### config.mk
export PLATFORM = sky130hd
export DESIGN_NAME = shift_normalizer_flat
export DESIGN_NICKNAME = d
export VERILOG_FILES = /design/src/rtl/shift_normalizer_if.sv /design/src/rtl/shift_normalizer.sv /design/src/flat_wrapper.sv
export SDC_FILE = /design/constraint.sdc
export NUM_CORES = 1
export LEC_CHECK = 0
export CAP_MARGIN = 15
export CORE_AREA = 2 2 52 54
export CTS_BUF_LIST = sky130_fd_sc_hd__clkbuf_8
export DETAILED_ROUTE_END_ITERATION = 8
export DIE_AREA = 0 0 54 56
export PLACE_DENSITY = 0.95
export SYNTH_ARGS = -nofsm -noshare
export SYNTH_HDL_FRONTEND = slang
export SYNTH_SLANG_ARGS = --single-unit
### constraint.sdc
create_clock -name clk -period 5.18 [get_ports clk]
set_clock_uncertainty 0.1 [all_clocks]
set_input_delay 1.554 -clock clk [delete_from_list [all_inputs] [get_ports clk]]
set_output_delay 1.554 -clock clk [all_outputs]
set_load 0.01 [all_outputs]
### src/rtl/shift_normalizer_if.sv
// Handshake and result bundle for the iterative shift normalizer.
interface shift_normalizer_if #(
    parameter int unsigned WIDTH = 8
);
    localparam int unsigned AMT_W = $clog2(WIDTH);

    logic             start;
    logic [WIDTH-1:0] data_in;
    logic             dir;
    logic             busy;
    logic             done;
    logic [WIDTH-1:0] data_out;
    logic [AMT_W-1:0] shift_amt;
    logic             zero;

    // Requester side: issues start with operands, observes status and result.
    modport master (
        output start, data_in, dir,
        input  busy, done, data_out, shift_amt, zero
    );

    // Normalizer side.
    modport slave (
        input  start, data_in, dir,
        output busy, done, data_out, shift_amt, zero
    );
endinterface

### src/rtl/shift_normalizer.sv
// Iterative normalizer: shifts a word one bit per cycle until its first set bit
// reaches the MSB (dir=0) or the LSB (dir=1), reporting the result and the
// number of shifts. Undoing the shift with the opposite direction restores the input.
module shift_normalizer #(
    parameter int unsigned WIDTH = 8
) (
    input logic               clk,
    input logic               rst_n,
    shift_normalizer_if.slave bus
);
    localparam int unsigned AMT_W = $clog2(WIDTH);
    localparam logic [AMT_W-1:0] CntMax = AMT_W'(WIDTH - 1);

    typedef enum logic [1:0] {StIdle, StShift, StDone} state_e;

    state_e           state_q;
    logic [WIDTH-1:0] work_q;
    logic             dir_q;
    logic [AMT_W-1:0] cnt_q;
    logic             busy_q;
    logic             done_q;
    logic [WIDTH-1:0] data_out_q;
    logic [AMT_W-1:0] shift_amt_q;
    logic             zero_q;

    logic             target_bit;
    logic             work_zero;
    logic             finish;

    // Decide whether the current working word is already normalized.
    always_comb begin
        target_bit = dir_q ? work_q[0] : work_q[WIDTH-1];
        work_zero  = (work_q == '0);
        finish     = work_zero || target_bit || (cnt_q == CntMax);
    end

    // Control FSM with registered status and result outputs.
    always_ff @(posedge clk or negedge rst_n) begin
        if (!rst_n) begin
            state_q     <= StIdle;
            work_q      <= '0;
            dir_q       <= 1'b0;
            cnt_q       <= '0;
            busy_q      <= 1'b0;
            done_q      <= 1'b0;
            data_out_q  <= '0;
            shift_amt_q <= '0;
            zero_q      <= 1'b0;
        end else begin
            case (state_q)
                StIdle, StDone: begin
                    done_q <= 1'b0;
                    if (bus.start) begin
                        work_q  <= bus.data_in;
                        dir_q   <= bus.dir;
                        cnt_q   <= '0;
                        busy_q  <= 1'b1;
                        state_q <= StShift;
                    end else begin
                        state_q <= StIdle;
                    end
                end
                StShift: begin
                    if (finish) begin
                        state_q     <= StDone;
                        busy_q      <= 1'b0;
                        done_q      <= 1'b1;
                        data_out_q  <= work_q;
                        shift_amt_q <= cnt_q;
                        zero_q      <= work_zero;
                    end else begin
                        work_q <= dir_q ? (work_q >> 1) : (work_q << 1);
                        cnt_q  <= cnt_q + AMT_W'(1);
                    end
                end
                default: begin
                    state_q <= StIdle;
                    busy_q  <= 1'b0;
                    done_q  <= 1'b0;
                end
            endcase
        end
    end

    // Start requests while busy fall through the StShift arm untouched.
    assign bus.busy      = busy_q;
    assign bus.done      = done_q;
    assign bus.data_out  = data_out_q;
    assign bus.shift_amt = shift_amt_q;
    assign bus.zero      = zero_q;
endmodule

### src/flat_wrapper.sv
// flat-port wrapper written by rule: the top's interface ports become plain ports
module shift_normalizer_flat 
#(
    parameter int unsigned WIDTH = 8
)
  (clk, rst_n, bus_start, bus_data_in, bus_dir, bus_busy, bus_done, bus_data_out, bus_shift_amt, bus_zero);
  shift_normalizer_if #(.WIDTH(WIDTH)) bus_i ();
  input logic clk;
  input logic rst_n;
  input wire logic [$bits(bus_i.start)-1:0] bus_start;
  input wire logic [$bits(bus_i.data_in)-1:0] bus_data_in;
  input wire logic [$bits(bus_i.dir)-1:0] bus_dir;
  output wire logic [$bits(bus_i.busy)-1:0] bus_busy;
  output wire logic [$bits(bus_i.done)-1:0] bus_done;
  output wire logic [$bits(bus_i.data_out)-1:0] bus_data_out;
  output wire logic [$bits(bus_i.shift_amt)-1:0] bus_shift_amt;
  output wire logic [$bits(bus_i.zero)-1:0] bus_zero;
  assign bus_i.start = bus_start;
  assign bus_i.data_in = bus_data_in;
  assign bus_i.dir = bus_dir;
  assign bus_busy = bus_i.busy;
  assign bus_done = bus_i.done;
  assign bus_data_out = bus_i.data_out;
  assign bus_shift_amt = bus_i.shift_amt;
  assign bus_zero = bus_i.zero;
  shift_normalizer #(.WIDTH(WIDTH)) u_core (.clk(clk), .rst_n(rst_n), .bus(bus_i));
endmodule
==> results of run 1 <==
area by class of cell:
type / instances / area share [%]
well taps: 30 / 2.273
inverters: 4 / 0.9091
clock buffers: 3 / 2.500
flip-flops and latches: 28 / 42.42
repair buffers: 27 / 17.12
multi-input cells: 67 / 34.77
layout by cell type (no fill, tap or decap):
master and n:
ha_1 2, mux2_2 13, nand2b_1 2, a32o_1 1, nand2_1 11, mux2_4 9, mux2i_1 8, nor2b_1 1
buf_4 1, a21oi_2 1, o21ai_0 10, clkbuf_8 3, and2b_1 1, dfrtp_1 28, a21oi_1 1, nor2_1 2
inv_1 4, nand3b_1 1, clkdlybuf4s50_1 25, nor2_2 1, clkbuf_16 1, nor4_1 2, a211oi_2 1
flip-flops by register name, indices dropped and copies added, names as in the netlist:
signal                count
u_core.work_q             8
u_core.bus.shift_amt      3
u_core.bus.data_out       8
u_core.bus.zero           1
u_core.cnt_q              3
u_core.dir_q              1
u_core.bus.busy           1
u_core.bus.done           1
u_core.state_q            2
kinds of logic after synthesis:
logic type	count (synthesis)	synth area share (%)
buffers and inverters	9	4.229
and+or+nand+nor	21	7.614
DFF	28	52.63
AOI/OAI and AO/OA	14	6.485
muxes	30	27.16
adders and majority gates	2	1.879
routing by layer:
| metal | vias to the layer above | global-route usage, % |
|---|---|---|
| met4 | 0 | 4.286 |
| met1 | 459 | 25.48 |
| li1 | 410 | - |
| met5 | - | 0 |
| met2 | 17 | 31.53 |
| met3 | 0 | 2.419 |
per-stage QoR:
stage | cells | setup slack (ns) | cell area (um^2) | hold slack (ns) | util [%]
CTS | 158 | 2.068 | 1627 | 0.4148 | 66.87
floorplan | 104 | 2.629 | 1331 | 0.3744 | -
detailed placement | 155 | 1.779 | 1585 | 0.3947 | 65.17
global placement | 155 | 1.842 | 1585 | 0.3869 | 65.17
finish | 159 | 2.066 | 1652 | 0.4115 | 67.90
global route | 159 | 1.993 | 1652 | 0.4383 | 67.90
where the power goes:
group	total (mW)	switching, mW	internal [mW]
combinational	0.551	0.226	0.325
sequential	0.427	0.104	0.323
clock	0.112	0.0605	0.0520
worst paths after layout:
| check | startpoint | depth (start not counted) | end | slack [ns] |
|---|---|---|---|---|
| max in group asynchronous | rst_n | 3 | u_core.work_q[5] | 3.01 |
| worst min register to register | u_core.bus.shift_amt[2] | 1 | u_core.bus.shift_amt[2] | 0.41 |
| worst min-delay path | u_core.bus.shift_amt[2] | 1 | u_core.bus.shift_amt[2] | 0.41 |
| worst max-delay path | bus_start | 4 | u_core.work_q[0] | 2.07 |
| worst max register to register | u_core.work_q[5] | 4 | u_core.work_q[0] | 2.75 |
| min in group asynchronous | rst_n | 1 | u_core.dir_q | 1.42 |
==> flow_metrics.env, run 1 <==
export IMPL_synth_area_leaders="dfrtp_1, mux2_2, mux2_4, mux2i_1, o21ai_0"
export IMPL_drt_iter0_markers=6
export IMPL_hold_path_class="register to register"
export IMPL_synth_common_cells="dfrtp_1, mux2_2, nand2_1"
export IMPL_p_leak_nw=0.7575
export IMPL_max_cap_violations=0
export IMPL_syn_num_nets=118
export IMPL_slew_headroom_pct=44.02
export IMPL_cts_max_level=1
export IMPL_ios=26
export IMPL_dieArea_um2=3024
export IMPL_wl_met1_um=1153
export IMPL_synth_most_common_cell="dfrtp_1"
export IMPL_dp_hpwl_um=1754
export IMPL_crit_path_start_kind="input pin"
export IMPL_via_count=886
export IMPL_clkSinkCount=28
export IMPL_grt_max_degree=27
export IMPL_routed_wirelength_um=2522
export IMPL_wl_met2_um=1282
export IMPL_post_route_period_util_pct=60.11
export IMPL_setup_violations_final=0
export IMPL_rsz0062_at_grt="false"
export IMPL_critPathKind="input pin to register"
export IMPL_syn_inst=104
export IMPL_clk_insertion_delay_late_ns=0.26
export IMPL_multi_input_area_um2=574.3
export IMPL_synth_flop_cell="dfrtp_1"
export IMPL_post_cts_resized=0
export IMPL_seqCellArea_um2=700.7
export IMPL_postCtsHoldBufs=0
export IMPL_design_core_area_um2=2432
export IMPL_fillers=183
export IMPL_slowest_stage="a21oi_2"
export IMPL_avgViaCountPerCell=5.572
export IMPL_die_height_um=56
export IMPL_grtUsageTotal_pct=18.84
export IMPL_crit_required_ns=5.23
export IMPL_ys_async_sr_fraction_pct=100.0
export IMPL_synth_yosys_warnings=0
export IMPL_clockRootBuffer="clkbuf_8"
export IMPL_status="complete, no violations"
export IMPL_wl_met3_um=86
export IMPL_start_util_pct=54.73
export IMPL_layout_drive_gt1_share_pct=23.26
export IMPL_path_cells="clkdlybuf4s50_1, nor2b_1, a21oi_2, mux2_2"
export IMPL_ir_worst_vdd_v=0.0004316
export IMPL_seq_area_frac_synth_pct=52.63
export IMPL_slowest_delay_ns=0.62
export IMPL_cts_tree="built"
export IMPL_cp_arrival_ns=3.17
export IMPL_synth_cell_type_count=21
export IMPL_min_period_ns=3.114
export IMPL_hold_viol_final=0
export IMPL_max_freq_ghz=0.3211
export IMPL_antenna_found_initial=0
export IMPL_wire_per_inst_um=15.86
export IMPL_grt_pass1_vias=939
export IMPL_crit_family="compound AO/OA/AOI/OAI gates"
export IMPL_io_buffers=25
export IMPL_finalSetupTns_ns=0
export IMPL_synth_edff_count=0
export IMPL_grt_pass1_wl_um=4278
export IMPL_ys_ff_latch=28
export IMPL_postCtsSetupBuffers=0
export IMPL_power_mw=1.091
export IMPL_p_per_area_nw_per_um2=660.3
export IMPL_cts_inserted_buffers=3
export IMPL_tightest_slew_ns=0.8397
export IMPL_cp_end_kind="register"
export IMPL_layout_nets=145
export IMPL_syn_area_per_cell_um2=12.80
export IMPL_drv_slew=0
export IMPL_rows=18
export IMPL_clk_path_buf_depth=2
export IMPL_path_max_fanout=12
export IMPL_worst_path_buf_inv=1
export IMPL_yosys_area_top_type="dfrtp_1"
export IMPL_synth_area_um2=1331
export IMPL_synth_top_area_share_pct=52.63
export IMPL_grt_overflow=0
export IMPL_drtPass1Iterations=4
export IMPL_fp_dieW_um=54
export IMPL_area_delta_synth_final_pct=24.06
export IMPL_top_layer_used="met3"
export IMPL_insertedDiodeCount=0
export IMPL_place_congestion=0.7201
export IMPL_drcViolationCount=0
export IMPL_clk_pin_slew_ns=0.09
export IMPL_drtAntennaViolNets=0
Note: power is estimated with default switching activity, not from simulation.
==> run 2: changes to the inputs <==
--- a/config.mk
+++ b/config.mk
@@ -6,11 +6,11 @@
 export NUM_CORES = 1
 export LEC_CHECK = 0
 export CAP_MARGIN = 15
-export CORE_AREA = 2 2 52 54
+export CORE_AREA = 2 2 54 56
 export CTS_BUF_LIST = sky130_fd_sc_hd__clkbuf_8
 export DETAILED_ROUTE_END_ITERATION = 8
-export DIE_AREA = 0 0 54 56
-export PLACE_DENSITY = 0.95
+export DIE_AREA = 0 0 56 58
+export PLACE_DENSITY = 0.9
 export SYNTH_ARGS = -nofsm -noshare
 export SYNTH_HDL_FRONTEND = slang
 export SYNTH_SLANG_ARGS = --single-unit
==> constraint.sdc (replaced) <==
create_clock -name clk -period 3 [get_ports clk]
set_clock_uncertainty 0.1 [all_clocks]
set_input_delay 0.9 -clock clk [delete_from_list [all_inputs] [get_ports clk]]
set_output_delay 0.9 -clock clk [all_outputs]
set_load 0.01 [all_outputs]
==> run 2 against run 1 <==
Sequential share of layout area grew 0.064 points; combinational power up 77%; clock-buffer cell count up 1; sequential cell count did not move; largest cell class unchanged.
==> flow_metrics.env, run 2 (synthesis results as in run 1) <==
export IMPL_status="complete, no violations"
export IMPL_wire_per_inst_um=16.11
export IMPL_cts_tree="built"
export IMPL_crit_path_start_kind="register"
export IMPL_clk_pin_slew_ns=0.09
export IMPL_antenna_found_initial=0
export IMPL_finalSetupTns_ns=0
export IMPL_clkSinkCount=28
export IMPL_ios=26
export IMPL_tightest_slew_ns=0.6612
export IMPL_drv_slew=0
export IMPL_post_route_period_util_pct=76.69
export IMPL_grt_overflow=0
export IMPL_grt_pass1_vias=925
export IMPL_grtUsageTotal_pct=18.01
export IMPL_cp_end_kind="register"
export IMPL_rows=19
export IMPL_routed_wirelength_um=2594
export IMPL_hold_path_class="register to register"
export IMPL_die_height_um=58
export IMPL_critPathKind="register to register"
export IMPL_slew_headroom_pct=55.87
export IMPL_p_per_area_nw_per_um2=1178
export IMPL_layout_drive_gt1_share_pct=23.85
export IMPL_grt_max_degree=29
export IMPL_instances_no_fill=161
export IMPL_layout_commonest_cell="dfrtp_1"
export IMPL_mostFrequentLayoutCells="dfrtp_1, clkdlybuf4s50_1, mux2_2"
export IMPL_max_cap_violations=0
export IMPL_place_inst=157
export IMPL_power_mw=1.943
export IMPL_drt_iter0_markers=17
export IMPL_place_congestion=0.7681
export IMPL_clockRootBuffer="clkbuf_8"
export IMPL_insertedDiodeCount=0
export IMPL_clk_insertion_delay_late_ns=0.28
export IMPL_holdWs_ns=0.4206
export IMPL_p_leak_nw=0.7571
export IMPL_rsz0062_at_grt="false"
export IMPL_fp_dieW_um=56
export IMPL_dp_hpwl_um=1803
export IMPL_avgViaCountPerCell=5.435
export IMPL_drcViolationCount=0
export IMPL_reg2reg_slack_ns=0.70
export IMPL_io_buffers=25
export IMPL_post_cts_resized=0
export IMPL_max_freq_ghz=0.4347
export IMPL_hold_viol_final=0
export IMPL_design_core_area_um2=2663
export IMPL_layout_nets=145
export IMPL_min_period_ns=2.301
export IMPL_cts_max_level=1
export IMPL_setup_violations_final=0
export IMPL_drtAntennaViolNets=0
export IMPL_area_delta_synth_final_pct=23.87
export IMPL_cts_inserted_buffers=3
export IMPL_start_util_pct=50.00
export IMPL_postCtsSetupBuffers=0
export IMPL_grt_pass1_wl_um=4450
export IMPL_fillers=216
export IMPL_via_count=875
export IMPL_clk_path_buf_depth=2
export IMPL_path_max_fanout=12
export IMPL_dieArea_um2=3248
export IMPL_seqCellArea_um2=700.7
export IMPL_drtPass1Iterations=4
export IMPL_crit_required_ns=3.07
export IMPL_ir_worst_vdd_v=0.0007870
export IMPL_cp_arrival_ns=2.37
export IMPL_multi_input_area_um2=574.3
export IMPL_postCtsHoldBufs=0
==> run 2: cell types whose count changed in the layout (fill, tap and decap cells not counted), sizes merged <==
| cell | delta |
|---|---|
| buf | +1 |
==> run 2: final timing paths <==
kind / from / end / cells after the start
worst max-delay path: u_core.work_q[4] / u_core.bus.data_out[4] / 4
worst min-delay path: u_core.bus.shift_amt[0] / u_core.bus.shift_amt[0] / 1
worst max register to register: u_core.work_q[4] / u_core.bus.data_out[4] / 4
worst min register to register: u_core.bus.shift_amt[0] / u_core.bus.shift_amt[0] / 1
max in group asynchronous: rst_n / u_core.work_q[7] / 2
min in group asynchronous: rst_n / u_core.state_q[1] / 2
==> run 2: per-stage QoR <==
stage          setup slack (ns)  utilization (%)  cell area (um^2)
3_3_place_gp             0.6336            59.87              1594
6_report                 0.6994            61.94              1649
5_1_grt                  0.5592            61.94              1649
2_1_floorplan             1.103                -              1331
3_5_place_dp             0.5678            59.87              1594
4_1_cts                  0.6740            61.94              1649
==> run 2: critical path, cell delays in order (launching register included) <==
cell      delay (ns)
dfrtp_1         0.44
nor4_1          0.46
a211oi_2        0.21
nor2_2          0.56
mux2_2          0.41
==> run 2: area by class of cell <==
class	instances	area share (%)
Multi-Input combinational cell	67	34.83
Timing Repair Buffer	27	16.08
Clock buffer	4	3.338
Sequential cell	28	42.49
Tap cell	31	2.352
Inverter	4	0.9105
==> run 2: power breakdown <==
part | switching, mW | internal [mW]
logic | 0.407 | 0.567
clock network | 0.117 | 0.118
registers | 0.177 | 0.558
==> run 2: layer usage <==
| layer | vias to the layer above | global-route usage, % | wire length [um] |
|---|---|---|---|
| li1 | 413 | - | - |
| met4 | 0 | 4.082 | 16 |
| met1 | 441 | 21.99 | 1131 |
| met3 | 2 | 5.134 | 111 |
| met2 | 19 | 31.93 | 1334 |
| met5 | - | 0 | 0 |
==> RTL edit 1: new RTL, settings of run 2 <==
The 3 states of `state_e` get a one-hot encoding in 3 bits.
--- a/src/rtl/shift_normalizer.sv
+++ b/src/rtl/shift_normalizer.sv
@@ -11,7 +11,7 @@
     localparam int unsigned AMT_W = $clog2(WIDTH);
     localparam logic [AMT_W-1:0] CntMax = AMT_W'(WIDTH - 1);
 
-    typedef enum logic [1:0] {StIdle, StShift, StDone} state_e;
+    typedef enum logic [2:0] {StIdle = 3'b001, StShift = 3'b010, StDone = 3'b100} state_e;
 
     state_e           state_q;
     logic [WIDTH-1:0] work_q;
Check against the original RTL: same outputs for any inputs over 10 cycles, from zero or initial values and one cycle with rst_n low; not proved beyond that.
==> RTL edit 1 against run 2 <==
Cell area grew 2.3%. Combinational power down 29%. Sequential share of layout area decreased by 0.87 points. Utilization is 1.4 points higher. Wire length is 1.3% higher. Worst setup slack better by 0.059 ns. Sequential cell count unchanged. Fmax increased by 2.6%. Total power down 11%. Synthesized cell count grew 4.8%. Area after synthesis up 0.85%. First-iteration DRC count decreased by 59%.
==> RTL edit 1: results (changes against run 2) <==
via/cell ratio 5.33 (was 5.43); CP max-delay cell clkdlybuf4s50_1 (was nor2_2); Setup WS pre-CTS 0.502 ns (was 0.568 ns); CP Launch Point u_core.bus.done (was u_core.work_q[4]); Gate power share 40.1% (was 50.1%); Int Power 1.12 mW (was 1.24 mW); wire length of the first global-routing pass 4370 um (was 4450 um); Max FO, Critical Path 4 (was 12); seq pwr 0.729 mW (was 0.735 mW); flop2flop setup slack 0.91 ns (was 0.70 ns); Post-Syn Area per Cell 12.3 sq um (was 12.8 sq um); post-synthesis compound-gate area fraction 9.32% (was 6.48%); GRT Total Usage 18.4% (was 18.0%); DR WL/cell 15.7 um (was 16.1 um); WHS Endpoint u_core.bus.shift_amt[1] (was u_core.bus.shift_amt[0]); HP Start u_core.bus.shift_amt[1] (was u_core.bus.shift_amt[0]); Synth area leaders dfrtp_1 50%, mux2i_1 10%, mux2_1 7.5%, mux2_2 4.2%, a21oi_1 2.6% (was dfrtp_1 53%, mux2_2 11%, mux2_4 10%, mux2i_1 6.0%, o21ai_0 3.8%); leakage 0.746 nW (was 0.757 nW); Layout fillers 211 (was 216); vias in the first global route 953 (was 925); sequential share of the synthesized area 52.3% (was 52.6%); Slew headroom 49.8% (was 55.9%); XOR/XNOR share of the synthesized area 0.652% (was 0%); detailed placer's ending HPWL 1830 um (was 1800 um); Final min period 2.24 ns (was 2.30 ns); post-synthesis adder-cell area fraction 1.86% (was 1.88%); mux contribution to synthesized area 22.2% (was 27.2%); Power, Total 1.72 mW (was 1.94 mW); critical path arrival 1.24 ns (was 2.37 ns); Worst path top cell family by delay buffers and inverters (was simple AND/OR/NAND/NOR gates); run status completed (unchanged); worst reg-to-reg path cell count 5 (was 4); most frequent cells after synthesis 27 x dfrtp_1, 14 x mux2i_1, 9 x mux2_1 (was 28 x dfrtp_1, 13 x mux2_2, 11 x nand2_1); layout cells sized above 1 14.0% (was 23.8%); Max VDD drop 0.646 mV (was 0.787 mV); Layout Nets 151 (was 145)
RTL edit 1: cell type report:
class | count | share of cell area, %
multi-input combinational | 68 | 33.9
clock buffer | 3 | 2.45
tap | 31 | 2.30
timing repair buffer | 28 | 16.2
inverter | 8 | 1.78
clock inverter | 1 | 1.78
sequential | 28 | 41.6
RTL edit 1: metal layers:
metal | part of all wire [%] | global-route usage [%] | vias to the layer above
li1 | - | - | 429
met1 | 45 | 22.5 | 431
met2 | 48 | 29.7 | 24
met3 | 4.4 | 4.69 | 6
met4 | 2.9 | 10.5 | 0
met5 | 0 | 0 | -
RTL edit 1: worst register-to-register path, delay by kind of cell (launching register included):
kind	cells	cell delay (ns)
multiplexers	1	0.36
flip-flops	1	0.42
AO/OA/AOI/OAI	2	0.68
adder cells (fa/ha/maj)	2	0.42
RTL edit 1: metrics by stage:
stage	utilization, %	area (sq um)
after floorplan	-	1340
after global placement	60.7	1620
after detailed placement	60.7	1620
after CTS	63.3	1690
after global routing	63.3	1690
final	63.3	1690
==> RTL edit 2: new RTL, config.mk and constraints of run 2 <==
Without the edit above. `WIDTH` is set to 8 in 3 places; all go to 4.
--- a/src/rtl/shift_normalizer_if.sv
+++ b/src/rtl/shift_normalizer_if.sv
@@ -1,6 +1,6 @@
 // Handshake and result bundle for the iterative shift normalizer.
 interface shift_normalizer_if #(
-    parameter int unsigned WIDTH = 8
+    parameter int unsigned WIDTH = 4
 );
     localparam int unsigned AMT_W = $clog2(WIDTH);
 
--- a/src/rtl/shift_normalizer.sv
+++ b/src/rtl/shift_normalizer.sv
@@ -2,7 +2,7 @@
 // reaches the MSB (dir=0) or the LSB (dir=1), reporting the result and the
 // number of shifts. Undoing the shift with the opposite direction restores the input.
 module shift_normalizer #(
-    parameter int unsigned WIDTH = 8
+    parameter int unsigned WIDTH = 4
 ) (
     input logic               clk,
     input logic               rst_n,
--- a/src/flat_wrapper.sv
+++ b/src/flat_wrapper.sv
@@ -1,7 +1,7 @@
 // flat-port wrapper written by rule: the top's interface ports become plain ports
 module shift_normalizer_flat 
 #(
-    parameter int unsigned WIDTH = 8
+    parameter int unsigned WIDTH = 4
 )
   (clk, rst_n, bus_start, bus_data_in, bus_dir, bus_busy, bus_done, bus_data_out, bus_shift_amt, bus_zero);
   shift_normalizer_if #(.WIDTH(WIDTH)) bus_i ();
Ports: changed (resized bus_data_in, bus_data_out and bus_shift_amt); port bits go from 26 to 17. The function was not compared with the original's and may differ.
==> RTL edit 2 against run 2 <==
Cell area down 37%. Highest routed layer unchanged. Total power fell by 42%. Global-route usage decreased by 7.6 points. Worst setup slack improved by 0.13 ns. Wire length is 42% lower. Sequential cell count shrank 11. Critical path type is now flip-flop to primary output. Area after synthesis shrank 39%. Critical path depth is 3 lower. Clock power is 29% lower. Combinational power down 47%. Via count decreased by 37%. Sequential power shrank 39%.
==> RTL edit 2: results (changes against run 2) <==
met1 usage 11.9% (was 22.0%); largest net degree at the start of global routing 18 (was 29); grt met3 use 2.90% (was 5.13%); final period utilization 72.4% (was 76.7%); routed vias 553 (was 875); most frequent cells after synthesis 17 x dfrtp_1, 7 x mux2_4, 6 x inv_1 (was 28 x dfrtp_1, 13 x mux2_2, 11 x nand2_1); post-synthesis compound-gate area fraction 9.04% (was 6.48%); vias in the first global route 577 (was 925); wire length of the first global-routing pass 2570 um (was 4450 um); Worst path top cell family by delay buffers and inverters (was simple AND/OR/NAND/NOR gates); Worst-path clk slew 0.06 ns (was 0.09 ns); sequential share of the synthesized area 52.1% (was 52.6%); routability cong. 0.807 (was 0.768); # placed instances 109 (was 157); via/cell ratio 4.89 (was 5.43); Synth area leaders dfrtp_1 52%, mux2_4 13%, a221oi_1 4.3%, buf_6 2.8%, inv_1 2.8% (was dfrtp_1 53%, mux2_2 11%, mux2_4 10%, mux2i_1 6.0%, o21ai_0 3.8%); Layout fillers 267 (was 216); Comb group 0.514 mW (was 0.974 mW); switching part of the total 34.6% (was 36.0%); critical path arrival 1.17 ns (was 2.37 ns); detailed placer's ending HPWL 1120 um (was 1800 um); leakage 0.467 nW (was 0.757 nW); met2 wire length 727 um (was 1330 um); Max FO, Critical Path 3 (was 12); Netlist cell types 24 (was 21); 1st-iter DRT viols 8 (was 17); # port buffers 16 (was 25); CP max-delay cell clkdlybuf4s50_1 (was nor2_2); run status completed (unchanged); final wirelength 1500 um (was 2590 um)
-- RTL edit 2: changes by cell type after synthesis, sizes merged, moves of 4 or more --
cell / delta
mux2: -13
dfrtp: -11
nand2: -9
o21ai: -8
mux2i: -6
a221oi: +4
-- RTL edit 2: cell type report --
cell class / instances / area, sq um / area share (%)
timing repair buffer: 16 / 160 / 15.5
inverter: 6 / 22.5 / 2.18
multi-input combinational: 39 / 343 / 33.1
sequential: 17 / 425 / 41.1
tap: 31 / 38.8 / 3.75
clock inverter: 1 / 3.75 / 0.363
clock buffer: 3 / 41.3 / 3.99
-- RTL edit 2: final timing paths --
check / start / to / depth (start not counted)
max: u_core.bus.busy / bus_busy / 1
min: u_core.state_q[0] / u_core.bus.busy / 1
max reg2reg: u_core.work_q[1] / u_core.bus.shift_amt[1] / 4
min reg2reg: u_core.state_q[0] / u_core.bus.busy / 1
max in group asynchronous: rst_n / u_core.bus.shift_amt[0] / 1
min in group asynchronous: rst_n / u_core.bus.done / 1
